--- src/rtl/rx_host_fifo.sv ---
// Receive-side host buffer: captures controller load pulses into a FWFT FIFO and
// presents bytes to the host over valid/ready, with saturating overrun/framing counters.
module rx_host_fifo #(
    parameter int DATA_WIDTH = 8,
    parameter int DEPTH      = 4,
    parameter int PTR_WIDTH  = 2,
    parameter int CNT_WIDTH  = 8
) (
    input  logic                  sampleClk,
    input  logic                  rst,
    input  logic [DATA_WIDTH-1:0] rxData,
    input  logic                  load,
    input  logic                  halt,
    input  logic                  error,
    output logic                  notReady,
    output logic [DATA_WIDTH-1:0] hostData,
    output logic                  hostValid,
    input  logic                  hostReady,
    output logic [PTR_WIDTH:0]    level,
    output logic [CNT_WIDTH-1:0]  overrunCount,
    output logic [CNT_WIDTH-1:0]  frameErrCount,
    input  logic                  clrCounts
);

    localparam logic [PTR_WIDTH:0] FULL_LVL = (PTR_WIDTH+1)'(DEPTH);

    logic [DATA_WIDTH-1:0] mem_q [DEPTH];

    logic [PTR_WIDTH-1:0] wr_ptr_q, wr_ptr_d;
    logic [PTR_WIDTH-1:0] rd_ptr_q, rd_ptr_d;
    logic [PTR_WIDTH:0]   level_q, level_d;
    logic [CNT_WIDTH-1:0] ovr_cnt_q, ovr_cnt_d;
    logic [CNT_WIDTH-1:0] fe_cnt_q, fe_cnt_d;

    logic full, empty, push, pop, ovr_evt;

    always_comb begin
        full      = (level_q == FULL_LVL);
        empty     = (level_q == '0);
        push      = load & ~full;
        pop       = ~empty & hostReady;
        // A load that arrives while full is dropped and counted like a halt.
        ovr_evt   = halt | (load & full);

        wr_ptr_d  = wr_ptr_q + PTR_WIDTH'(push);
        rd_ptr_d  = rd_ptr_q + PTR_WIDTH'(pop);

        level_d   = level_q;
        case ({push, pop})
            2'b10:   level_d = level_q + 1'b1;
            2'b01:   level_d = level_q - 1'b1;
            default: level_d = level_q;
        endcase

        ovr_cnt_d = ovr_cnt_q;
        fe_cnt_d  = fe_cnt_q;
        if (clrCounts) begin
            ovr_cnt_d = '0;
            fe_cnt_d  = '0;
        end else begin
            if (ovr_evt && (ovr_cnt_q != '1)) ovr_cnt_d = ovr_cnt_q + 1'b1;
            if (error && (fe_cnt_q != '1))    fe_cnt_d  = fe_cnt_q + 1'b1;
        end
    end

    always_ff @(posedge sampleClk or posedge rst) begin
        if (rst) begin
            wr_ptr_q  <= '0;
            rd_ptr_q  <= '0;
            level_q   <= '0;
            ovr_cnt_q <= '0;
            fe_cnt_q  <= '0;
        end else begin
            wr_ptr_q  <= wr_ptr_d;
            rd_ptr_q  <= rd_ptr_d;
            level_q   <= level_d;
            ovr_cnt_q <= ovr_cnt_d;
            fe_cnt_q  <= fe_cnt_d;
        end
    end

    always_ff @(posedge sampleClk) begin
        if (push) mem_q[wr_ptr_q] <= rxData;
    end

    always_comb begin
        hostValid     = ~empty;
        notReady      = full;
        hostData      = hostValid ? mem_q[rd_ptr_q] : '0;
        level         = level_q;
        overrunCount  = ovr_cnt_q;
        frameErrCount = fe_cnt_q;
    end

endmodule

--- config.mk ---
export PLATFORM = sky130hd
export DESIGN_NAME = rx_host_fifo
export DESIGN_NICKNAME = d
export VERILOG_FILES = /design/src/rtl/rx_host_fifo.sv
export SDC_FILE = /design/constraint.sdc
export NUM_CORES = 1
export LEC_CHECK = 0
export ABC_CLOCK_PERIOD_IN_PS = 6450
export BUFFER_PORTS_ARGS = -buffer_cell sky130_fd_sc_hd__buf_4
export CORE_ASPECT_RATIO = 0.5
export CORE_MARGIN = 2
export CORE_UTILIZATION = 59
export CTS_CLUSTER_SIZE = 25
export DETAILED_ROUTE_END_ITERATION = 6
export GPL_ROUTABILITY_DRIVEN = 0
export GPL_TIMING_DRIVEN = 0
export PLACE_DENSITY = 0.84
export SETUP_SLACK_MARGIN = 0.05
export SYNTH_ARGS = -nofsm -noshare
export SYNTH_HDL_FRONTEND = slang
export SYNTH_SLANG_ARGS = --single-unit
--- constraint.sdc ---
create_clock -name sampleClk -period 6.45 [get_ports sampleClk]
set_input_delay 0.9675 -clock sampleClk [delete_from_list [all_inputs] [get_ports sampleClk]]
set_output_delay 0.9675 -clock sampleClk [all_outputs]
set_load 0.005 [all_outputs]
# [After elaboration in Yosys (flattened, before gate mapping)]
# Memory sizes are Yosys's and may differ from the RTL's.
# Index checks and enable logic that the tools add are counted.
[totals] register_bits=23 latchBits=0 mem_bits_rw=32 romBits=0 inputBits=15 mem_count=1
[memory_table] name="mem_q" words=4 width=8 read_ports=1 rd_clocked_by_memory_dff=0 write_ports=1 line_no="27" source="logic [DATA_WIDTH-1:0] mem_q [DEPTH];"
[classes] add_sub_neg=6 mul=0 div=0 order_cmp=0 eq_ne=5 shifts=0 n_mux=8 n_bitwise=6 reduce_logical=6
[ops] operator="$mux 8" count=5
[ops] operator="$add 8x1->8 const B" count=2
[ops] operator="$ne 8x8->1 const B" count=2
[ops] operator="$pmux 3 s2" count=1
[ops] operator="$reduce_bool 2->1" count=3
[ops] operator="$add 2x1->2" count=2
[ops] operator="$add 3x1->3 const B" count=1
[ops] operator="$and 1x1->1" count=3
[ops] operator="$eq 3x3->1 const B" count=1
[ops] operator="$logic_not 3->1" count=1
[ops] operator="$sub 3x1->3 const B" count=1
[ops] operator="$eq 2x1->1 const B" count=1
[ops] operator="$eq 2x2->1 const B" count=1
[ops] operator="$logic_and 1x1->1" count=2
[ops] operator="$mux 1" count=2
[ops] operator="$not 1->1" count=2
[ops] operator="$or 1x1->1" count=1

# [Depth between registers and ports, before layout]
# Gate-level depths: netlist of run 1.
[depth] word_depth=6 ltp_mapped=9 ltp_nobuf=9

# [Least setup slack after synthesis of run 1]
# Ideal clock, no wire load.
[synth_path] kind="register to output" startpoint="register rd_ptr_q[0]" endpoint="output port hostData[0]" arrival_time_ns=1.218 path_slack_ns=4.265 path_stages_with_launch=4 cell_sequence="dfrtp_1 -> buf_2 -> mux4_2 -> nor2b_1"
[synth_between] elab_chain_cells=2
[synth_rtl] item="from (decl)" line_no="30" source="logic [PTR_WIDTH-1:0] rd_ptr_q, rd_ptr_d;"
[synth_rtl] item="from (signal assigned)" line_no="75" source="rd_ptr_q <= rd_ptr_d;"
[synth_rtl] item="$mem_v2 4x8"
[synth_rtl] item="$mux 8" line_no="89" source="hostData = hostValid ? mem_q[rd_ptr_q] : '0;"
[synth_rtl] item="to (decl)" line_no="16" source="output logic [DATA_WIDTH-1:0] hostData,"
# Every way passes these cells.

# [Final worst setup path of run 1]
[layout_path] startpoint="register level_q[0], in the netlist level[0]" endpoint="output port hostData[2]"
[layout_between] elab_chain_cells=2
[layout_rtl] item="from (decl)" line_no="31" source="logic [PTR_WIDTH:0] level_q, level_d;"
[layout_rtl] item="from (signal assigned)" line_no="76" source="level_q <= level_d;"
[layout_rtl] item="$logic_not 3->1" line_no="39" source="empty = (level_q == '0);"
[layout_rtl] item="$mux 8" line_no="89"
# Every way passes these cells.

==> results of run 1 <==
[metal layers]
| metal | vias up | share of wire [%] | GRT usage (%) |
|---|---|---|---|
| li1 | 732 | - | - |
| met1 | 739 | 43 | 26.0 |
| met2 | 35 | 53 | 35.5 |
| met3 | 5 | 3.9 | 5.05 |
| met4 | 0 | 0.71 | 3.62 |
| met5 | - | 0 | 0 |
[layout make-up]
cell class / instances / share of cell area [%]
flip-flops and latches: 55 / 52.7
clock buffers: 5 / 2.36
plain buffers: 4 / 0.601
inverters: 6 / 0.772
well taps: 54 / 2.32
multi-input cells: 107 / 29.7
repair buffers: 42 / 10.8
clock inverters: 3 / 0.772
[sequential cells by signal, indices dropped and copies added (netlist names)]
signal and count:
rd_ptr_q 2, mem_q 32, level 3, overrunCount 8
frameErrCount 8, wr_ptr_q 2
[cells by family (layout without fill, tap and decap cells)]
kind of cell / count (synthesis) / after routing / synth area share (%)
AND/OR/NAND/NOR: 60 / 60 / 14.1
AO/OA/AOI/OAI: 18 / 18 / 4.77
XOR/XNOR: 10 / 10 / 3.59
buffers and inverters: 10 / 60 / 1.64
multiplexers: 13 / 13 / 9.50
flip-flops: 55 / 55 / 63.0
adder cells (fa/ha/maj): 6 / 6 / 3.39
[where the power goes]
part,switching [uW],internal [uW]
clock network,111,78.7
registers,39.6,446
logic,153,191
[placed cells by master (no fill, tap or decap), types with 5 or more instances in the layout]
cell type	Yosys	layout
nand2_1	6	6
xor2_1	8	8
mux4_2	8	8
edfxtp_1	32	32
nand3_1	6	6
dfrtp_1	23	23
o21ai_0	7	7
nor2_1	15	15
clkbuf_8	0	5
buf_4	0	42
nor2b_1	11	11
inv_1	5	5
ha_1	5	5
a21oi_1	7	7
[stage by stage]
step,instance area (sq um),utilization (%),hold slack (ns),power (uW),std cells
final,2920,74.3,0.527,1020,276
after floorplan,2440,-,0.473,695,172
after global placement,2820,71.9,0.483,822,268
after global routing,2920,74.3,0.554,1080,276
after CTS,2910,74.2,0.525,1030,276
after detailed placement,2820,71.9,0.503,842,268
[how the worst max path moves through the flow]
| stage | end | slack [ns] | cells past startpoint |
|---|---|---|---|
| floorplan | hostData[0] | 4.26 | 3 |
| global placement | hostData[2] | 3.73 | 3 |
| detailed placement | hostData[5] | 3.72 | 3 |
| CTS | hostData[2] | 3.35 | 3 |
| global route | hostData[2] | 3.17 | 3 |
| finish | hostData[2] | 3.40 | 3 |
==> out/summary.txt, run 1 <==
Critical Path Start = level[0]
worst setup margin = 3.40 ns
DIE AREA = 4690 sq um
top_reg_cell synth = edfxtp_1
peak supply drop = 0.164 mV
Mean Syn Cell Area = 14.2 sq um
Max FO, Critical Path = 10
WL/cell = 15.4 um
worst path arrival time = 2.08 ns
clk sink count = 55
cell family with most CP delay = simple AND/OR/NAND/NOR gates
port bufs = 42
reg2reg end = level[2]
Hold Startpoint = rd_ptr_q[0]
diode count = 0
count leader, synth = edfxtp_1
buffer depth of the longest clock path = 2
final hold violations = 0
Crit. End Element = primary output
synthesized area = 2440 sq um
maximum capacitance violations = 0
Reg2Reg Launch Point = level[0]
Post CTS Setup Buffer Count = 0
Worst Hold Path EP = rd_ptr_q[0]
CP cell instances = nor3_1 -> nor2b_1 -> buf_4
total CTS buffers = 5
Slew Limit Fails = 0
dominant cells by area after synthesis = edfxtp_1 39%, dfrtp_1 24%, mux4_2 7.4%
Die Ht = 49.5 um
PD cells = 349 nW/um^2
Reg area = 1540 sq um
clock root buffer = clkbuf_8
top cells by count, synth = 32 x edfxtp_1, 23 x dfrtp_1, 15 x nor2_1, 11 x nor2b_1
Max Clk Rate = 0.328 GHz
ys async rst share = 41.8%
number of synthesis warnings = 0
WS Path Type = reg2out
FP Rows = 16
Reg2Reg Depth = 8
vias in the first global route = 1486
Layout Nets = 242
Clock Skews = 0.00525 ns
hold crit path type = reg2reg
fillcell total = 270
Cells after Synth = 172
DR vias = 1511
Final ANT Viol Nets = 0
Slew HR = 16.5%
largest net degree at the start of global routing = 24
Remaining DRCs = 0
Fin Setup TNS = 0 ns
Synth Register Bits = 55
worst-skew pair later-pin latency = 0.30 ns
Final Critical Period = 3.05 ns
Worst path slowest cell = nor3_1
Worst Tran Pin Value = 1.24 ns
initial antenna violation count = 0
RSZ-0062 raised after global routing = false
# resized after CTS = 0
first drt pass iteration count = 4
top cell type by total area after synthesis = edfxtp_1
HPWL Detailed = 3.13 mm
layout cells sized above 1 = 30.2%
Req. time, crit path = 5.48 ns
critical path buffer and inverter count = 1
Area Growth Syn to Fin = 19.7%
Pleak = 0.00121 uW
post-cts hold buffer count = 0
H-Tree Depth = 2
Die X-Extent = 94.9 um
CP max stage delay = 1.01 ns
CTS tree = built
Setup crit start kind = flip-flop
number of synthesized flops with an enable pin = 32
Worst R2R Setup Slack = 3.82 ns
outcome = finished, final reports clean
clk slew on worst S/H paths = 0.10 ns
initial core utilization = 62.1%
Mapped Nets = 193
Synth cell types = 37
IO Count = 44
Seq/Total Area, Yosys = 63.0%
vias per std cell = 5.47
period utilization = 47.3%
first-pass GRT wire length = 7.06 mm
Core Area = 3920 sq um
GR Overflow Total = 0
Multi-input gate area = 866 sq um
final WL = 4.25 mm
all-layer global routing usage = 20.1%
hold depth = 1
# setup viols final = 0
top cell type's share of synthesized area = 39.4%
dpl ws = 3.72 ns
DR iter-0 viols = 43
Power figures use the tool's default switching activity.
==> inputs of run 2 (changes only) <==
--- a/config.mk
+++ b/config.mk
@@ -5,16 +5,16 @@
 export SDC_FILE = /design/constraint.sdc
 export NUM_CORES = 1
 export LEC_CHECK = 0
-export ABC_CLOCK_PERIOD_IN_PS = 6450
+export ABC_CLOCK_PERIOD_IN_PS = 2800
 export BUFFER_PORTS_ARGS = -buffer_cell sky130_fd_sc_hd__buf_4
 export CORE_ASPECT_RATIO = 0.5
 export CORE_MARGIN = 2
-export CORE_UTILIZATION = 59
+export CORE_UTILIZATION = 49
 export CTS_CLUSTER_SIZE = 25
 export DETAILED_ROUTE_END_ITERATION = 6
 export GPL_ROUTABILITY_DRIVEN = 0
 export GPL_TIMING_DRIVEN = 0
-export PLACE_DENSITY = 0.84
+export PLACE_DENSITY = 0.74
 export SETUP_SLACK_MARGIN = 0.05
 export SYNTH_ARGS = -nofsm -noshare
 export SYNTH_HDL_FRONTEND = slang
==> constraint.sdc (replaced) <==
create_clock -name sampleClk -period 2.8 [get_ports sampleClk]
set_input_delay 0.42 -clock sampleClk [delete_from_list [all_inputs] [get_ports sampleClk]]
set_output_delay 0.42 -clock sampleClk [all_outputs]
set_load 0.005 [all_outputs]
==> run 2 against run 1 <==
Non-clock buffer count unchanged. Sequential share of layout area fell by 0.71 points. Core utilization down 14 points. Final cell count is 5.8% higher. Via count grew 2.0%. Critical path depth increased by 1. First-iteration DRC count grew 2.3%. Global-route usage shrank 3.4 points. Sequential power grew 130%. Hold slack lost 0.22 ns. Critical endpoint is now mem_q[1][2]. Largest cell class unchanged.
==> out/summary.txt, run 2 (synthesized netlist as in run 1, its figures left out) <==
WS Path Type = reg2reg (was reg2out)
DR vias = 1541 (was 1511)
HPWL Detailed = 2.96 mm (was 3.13 mm)
Crit. End Element = flip-flop (was primary output)
most frequent cells in the layout = 42 x buf_4, 32 x edfxtp_1, 23 x dfrtp_1, 15 x nor2_1, 11 x nor2b_1 (unchanged)
WL/cell = 14.8 um (was 15.4 um)
Slew Limit Fails = 0 (unchanged)
DIE AREA = 5590 sq um (was 4690 sq um)
IO Count = 44 (unchanged)
peak supply drop = 0.300 mV (was 0.164 mV)
Finished Cell Area = 2960 sq um (was 2920 sq um)
Remaining DRCs = 0 (unchanged)
largest net degree at the start of global routing = 24 (unchanged)
clock root buffer = clkbuf_8 (unchanged)
worst path arrival time = 2.28 ns (was 2.08 ns)
Reg2Reg Depth = 4 (was 8)
total CTS buffers = 5 (unchanged)
all-layer global routing usage = 16.8% (was 20.1%)
clk slew on worst S/H paths = 0.10 ns (about the same)
clk sink count = 55 (unchanged)
total power = 2440 uW (was 1020 uW)
outcome = finished, final reports clean (unchanged)
first drt pass iteration count = 4 (unchanged)
Setup crit start kind = flip-flop (unchanged)
Die X-Extent = 104 um (was 94.9 um)
Max FO, Critical Path = 8 (was 10)
Max Clk Rate = 0.426 GHz
Slew HR = 15.0% (was 16.5%)
worst setup margin = 0.451 ns (was 3.40 ns)
# setup viols final = 0 (unchanged)
commonest non-fill, non-tap cell in the layout = buf_4 (unchanged)
layout cells sized above 1 = 29.7% (was 30.2%)
H-Tree Depth = 2 (unchanged)
Reg with most FFs = mem_q (unchanged)
Reg2Reg Launch Point = level[0] (unchanged)
DR iter-0 viols = 44 (was 43)
Final Critical Period = 2.35 ns
Worst Tran Pin Value = 1.27 ns (was 1.24 ns)
Pleak = 0.00122 uW (was 0.00121 uW)
vias in the first global route = 1458 (was 1486)
period utilization = 83.9%
hold slack = 0.303 ns (was 0.527 ns)
vias per std cell = 5.28 (was 5.47)
initial antenna violation count = 0 (unchanged)
RSZ-0062 raised after global routing = false (unchanged)
GR Overflow Total = 0 (unchanged)
Clock Skews = 0.00687 ns (was 0.00525 ns)
fillcell total = 406 (was 270)
Final ANT Viol Nets = 0 (unchanged)
maximum capacitance violations = 0 (unchanged)
buffer depth of the longest clock path = 2 (unchanged)
initial core utilization = 50.1% (was 62.1%)
Fin Setup TNS = 0 ns (unchanged)
worst-skew pair later-pin latency = 0.31 ns (was 0.30 ns)
port bufs = 42 (unchanged)
first-pass GRT wire length = 7.03 mm (was 7.06 mm)
max reg flops = 32 (unchanged)
PD cells = 825 nW/um^2 (was 349 nW/um^2)
Req. time, crit path = 2.73 ns (was 5.48 ns)
CTS tree = built (unchanged)
Cell Area, Placed = 2840 sq um (was 2820 sq um)
Area Growth Syn to Fin = 21.3% (was 19.7%)
Core Area = 4860 sq um (was 3920 sq um)
hold crit path type = in2async (was reg2reg)
Post CTS Setup Buffer Count = 0 (unchanged)
FP Rows = 18 (was 16)
final WL = 4.33 mm (was 4.25 mm)
reg2reg end = mem_q[1][2] (was level[2])
final hold violations = 0 (unchanged)
Worst R2R Setup Slack = 0.45 ns (was 3.82 ns)
Die Ht = 53.9 um (was 49.5 um)
Layout Nets = 242 (unchanged)
diode count = 0 (unchanged)
dpl ws = 0.129 ns (was 3.72 ns)
run 2: cell types whose count changed in the layout (fill, tap and decap cells not counted), sizes merged:
cell / delta
inv: -1
clkbuf: +1
bufinv: +1
clkinv: -1
run 2: worst max-delay path by stage:
stage / start / to / slack (ns) / cells after the start
2_1_floorplan: level[0] / level[2] / 0.69 / 8
3_5_place_dp: level[0] / level[2] / 0.13 / 8
3_3_place_gp: level[0] / level[2] / 0.16 / 8
4_1_cts: level[0] / level[2] / 0.11 / 8
5_1_grt: level[0] / mem_q[1][2] / 0.23 / 4
6_report: level[0] / mem_q[1][2] / 0.45 / 4
run 2: area by class of cell:
cell class	count	area (sq um)	area share (%)
Buffer	4	17.5	0.592
Tap cell	70	87.6	2.96
Clock buffer	6	72.6	2.45
Inverter	6	22.5	0.762
Sequential cell	55	1540	52.0
Clock inverter	2	38.8	1.31
Timing Repair Buffer	42	315	10.7
Multi-Input combinational cell	107	866	29.3
run 2: metrics by stage:
step,utilization [%],instances
after detailed placement,58.4,284
after global routing,60.8,292
final,60.8,292
after CTS,60.7,292
after floorplan,-,172
after global placement,58.4,284
run 2: per-layer routing:
metal	global-route usage (%)	vias up	routed length, um
met4	5.41	0	69
li1	-	737	-
met3	4.72	8	156
met2	30.4	28	2190
met5	0	-	0
met1	20.3	768	1920
run 2: critical path, stage by stage (launching register included):
cell and delay, ns:
dfrtp_1 0.47, nor2_1 0.08, and2_1 0.16, nand2b_1 0.21, nor3b_1 1.05
run 2: timing repair:
action | 4_1_cts | 5_1_grt
gates resized for setup | 0 | 1
setup endpoints to repair | 0 | 2
hold buffers | 0 | 0
run 2: power breakdown:
group	total (uW)	internal, uW	switching (uW)	leakage, uW
clock network	531	271	260	0.0000558
logic	790	439	351	0.000565
registers	1120	1030	92.3	0.000595
total	2440	1740	703	0.00122
==> inputs of run 3 (changes only) <==
--- a/config.mk
+++ b/config.mk
@@ -5,7 +5,7 @@
 export SDC_FILE = /design/constraint.sdc
 export NUM_CORES = 1
 export LEC_CHECK = 0
-export ABC_CLOCK_PERIOD_IN_PS = 2800
+export ABC_CLOCK_PERIOD_IN_PS = 2100
 export BUFFER_PORTS_ARGS = -buffer_cell sky130_fd_sc_hd__buf_4
 export CORE_ASPECT_RATIO = 0.5
 export CORE_MARGIN = 2
==> constraint.sdc (replaced) <==
create_clock -name sampleClk -period 2.1 [get_ports sampleClk]
set_input_delay 0.315 -clock sampleClk [delete_from_list [all_inputs] [get_ports sampleClk]]
set_output_delay 0.315 -clock sampleClk [all_outputs]
set_load 0.005 [all_outputs]
==> run 3 against run 2 <==
Final cell count rose by 1.0%. Global-route usage fell by 0.42 points. Die area did not move. Register-to-register slack got worse by 0.30 ns. Highest routed layer unchanged. Wire length rose by 0.16%. Core utilization rose by 0.90 points. Critical path depth did not move. Design area rose by 1.5%. Sequential power rose by 36%. Hold slack got worse by 0.12 ns. Clock-buffer cell count fell by 1. Critical endpoint is now hostData[7]. Worst setup slack got worse by 0.31 ns.
==> out/summary.txt, run 3 (synthesized netlist as in run 1, its figures left out) <==
outcome = finished, final reports clean (unchanged)
Max Clk Rate = 0.510 GHz
port bufs = 42 (unchanged)
# setup viols final = 0 (unchanged)
Slew Limit Fails = 0 (unchanged)
PD cells = 1090 nW/um^2 (was 825 nW/um^2)
clk slew on worst S/H paths = 0.10 ns (about the same)
Area Growth Syn to Fin = 23.1% (was 21.3%)
peak supply drop = 0.453 mV (was 0.300 mV)
worst path arrival time = 1.65 ns (was 2.28 ns)
Pleak = 0.00123 uW (was 0.00122 uW)
Psw = 987 uW (was 703 uW)
first drt pass iteration count = 4 (unchanged)
initial antenna violation count = 0 (unchanged)
GR Overflow Total = 0 (unchanged)
Final ANT Viol Nets = 0 (unchanged)
FP Rows = 18 (unchanged)
vias per std cell = 5.13 (was 5.28)
Reg power frac = 46.5% (was 45.9%)
largest net degree at the start of global routing = 24 (unchanged)
switching share of total power = 30.3% (was 28.8%)
reg2reg end = level[2] (was mem_q[1][2])
CTS tree = built (unchanged)
clock root buffer = clkbuf_8 (unchanged)
max reg flops = 32 (unchanged)
Worst R2R Setup Slack = 0.15 ns (was 0.45 ns)
commonest non-fill, non-tap cell in the layout = buf_4 (unchanged)
Clock Skews = 0.00584 ns (was 0.00687 ns)
first-pass GRT wire length = 6.78 mm (was 7.03 mm)
HPWL Detailed = 3.03 mm (was 2.96 mm)
Crit. End Element = primary output (was flip-flop)
period utilization = 93.4%
Reg2Reg Depth = 9 (was 4)
Max FO, Critical Path = 8 (unchanged)
IO Count = 44 (unchanged)
most frequent cells in the layout = 46 x buf_4, 32 x edfxtp_1, 21 x dfrtp_1, 14 x nor2_1, 11 x nor2b_1 (was 42 x buf_4, 32 x edfxtp_1, 23 x dfrtp_1, 15 x nor2_1, 11 x nor2b_1)
buffer depth of the longest clock path = 2 (unchanged)
Final Critical Period = 1.96 ns
DR iter-0 viols = 52 (was 44)
post-cts hold buffer count = 0 (unchanged)
worst setup margin = 0.139 ns (was 0.451 ns)
Req. time, crit path = 1.78 ns (was 2.73 ns)
worst-skew pair later-pin latency = 0.31 ns (about the same)
diode count = 0 (unchanged)
WS Path Type = reg2out (was reg2reg)
initial core utilization = 50.1% (unchanged)
DR vias = 1513 (was 1541)
hold crit path type = in2async (unchanged)
Worst Tran Pin Value = 0.882 ns (was 1.27 ns)
dpl ws = -0.257 ns (was 0.129 ns)
Die Ht = 53.9 um (unchanged)
Remaining DRCs = 0 (unchanged)
Power Internal = 2270 uW (was 1740 uW)
H-Tree Depth = 2 (unchanged)
Reg with most FFs = mem_q (unchanged)
clock power share = 18.6% (was 21.8%)
Die X-Extent = 104 um (unchanged)
Setup crit start kind = flip-flop (unchanged)
total CTS buffers = 5 (unchanged)
Layout Nets = 245 (was 242)
Reg2Reg Launch Point = level[1] (was level[0])
final hold violations = 0 (unchanged)
layout cells sized above 1 = 34.7% (was 29.7%)
WL/cell = 14.7 um (was 14.8 um)
Slew HR = 41.1% (was 15.0%)
final WL = 4.34 mm (was 4.33 mm)
maximum capacitance violations = 0 (unchanged)
DIE AREA = 5590 sq um (unchanged)
all-layer global routing usage = 16.3% (was 16.8%)
vias in the first global route = 1430 (was 1458)
Core Area = 4860 sq um (unchanged)
fin util = 61.7% (was 60.8%)
Comb pwr share = 34.9% (was 32.4%)
clk sink count = 55 (unchanged)
RSZ-0062 raised after global routing = false (unchanged)
## run 3: changes by cell type in the layout (fill, tap and decap cells not counted), sizes merged
cell,change
buf,+4
clkbuf,-2
bufinv,-1
clkinv,+1
inv,+1
## run 3: power groups by stage
stage | Combinational, uW | Sequential, uW | Clock (uW)
after floorplan | 653 | 1490 | 0
after global placement | 1040 | 1500 | 0
after detailed placement | 1080 | 1520 | 0
after CTS | 1060 | 1540 | 619
after global routing | 1240 | 1540 | 664
final | 1140 | 1520 | 606
## run 3: what timing repair did
action                     in CTS  in global routing
gates resized for setup         5                  6
setup endpoints to repair      26                 26
pin swaps                       0                  1
gates cloned                    0                  0
buffers inserted                0                  4
## run 3: final cells by class
class                           instances  area [sq um]
Fill cell                             395          1860
Sequential cell                        55          1540
Multi-Input combinational cell        107           895
Timing Repair Buffer                   46           345
Tap cell                               70          87.6
Clock buffer                            5          68.8
Clock inverter                          3          22.5
Inverter                                6          22.5
Buffer                                  3          20.0
## run 3: per-stage QoR
step                      power (uW)  setup TNS [ns]  std cells  cell area, sq um  hold WS (ns)
final                           3260               0        295              3000         0.186
after global routing            3450               0        295              3000         0.174
after CTS                       3220               0        291              2950         0.189
after detailed placement        2600           -3.80        284              2850         0.497
after global placement          2540           -4.18        284              2850         0.480
after floorplan                 2140               0        172              2440         0.317
## run 3: worst max-delay path by stage
| stage | start | slack [ns] | to |
|---|---|---|---|
| 2_1_floorplan | level[0] | 0.16 | mem_q[1][0] |
| 3_3_place_gp | level[0] | -0.30 | mem_q[1][6] |
| 3_5_place_dp | level[0] | -0.26 | mem_q[1][6] |
| 4_1_cts | level[0] | 0.02 | mem_q[2][2] |
| 5_1_grt | level[2] | 0.04 | level[2] |
| 6_report | rd_ptr_q[0] | 0.14 | hostData[7] |
## run 3: worst max-delay path, stage by stage, from the launching register on
cell     delay [ns]
dfrtp_1        0.38
buf_6          0.17
mux4_2         0.51
nor2b_1        0.14
buf_4          0.13
## run 3: layer usage
metal	vias to the layer above	part of all wire, %	GRT usage (%)
li1	740	-	-
met4	0	0.97	6.31
met1	736	45	20.1
met5	-	0	0
met3	5	3.4	4.36
met2	32	50	29.0
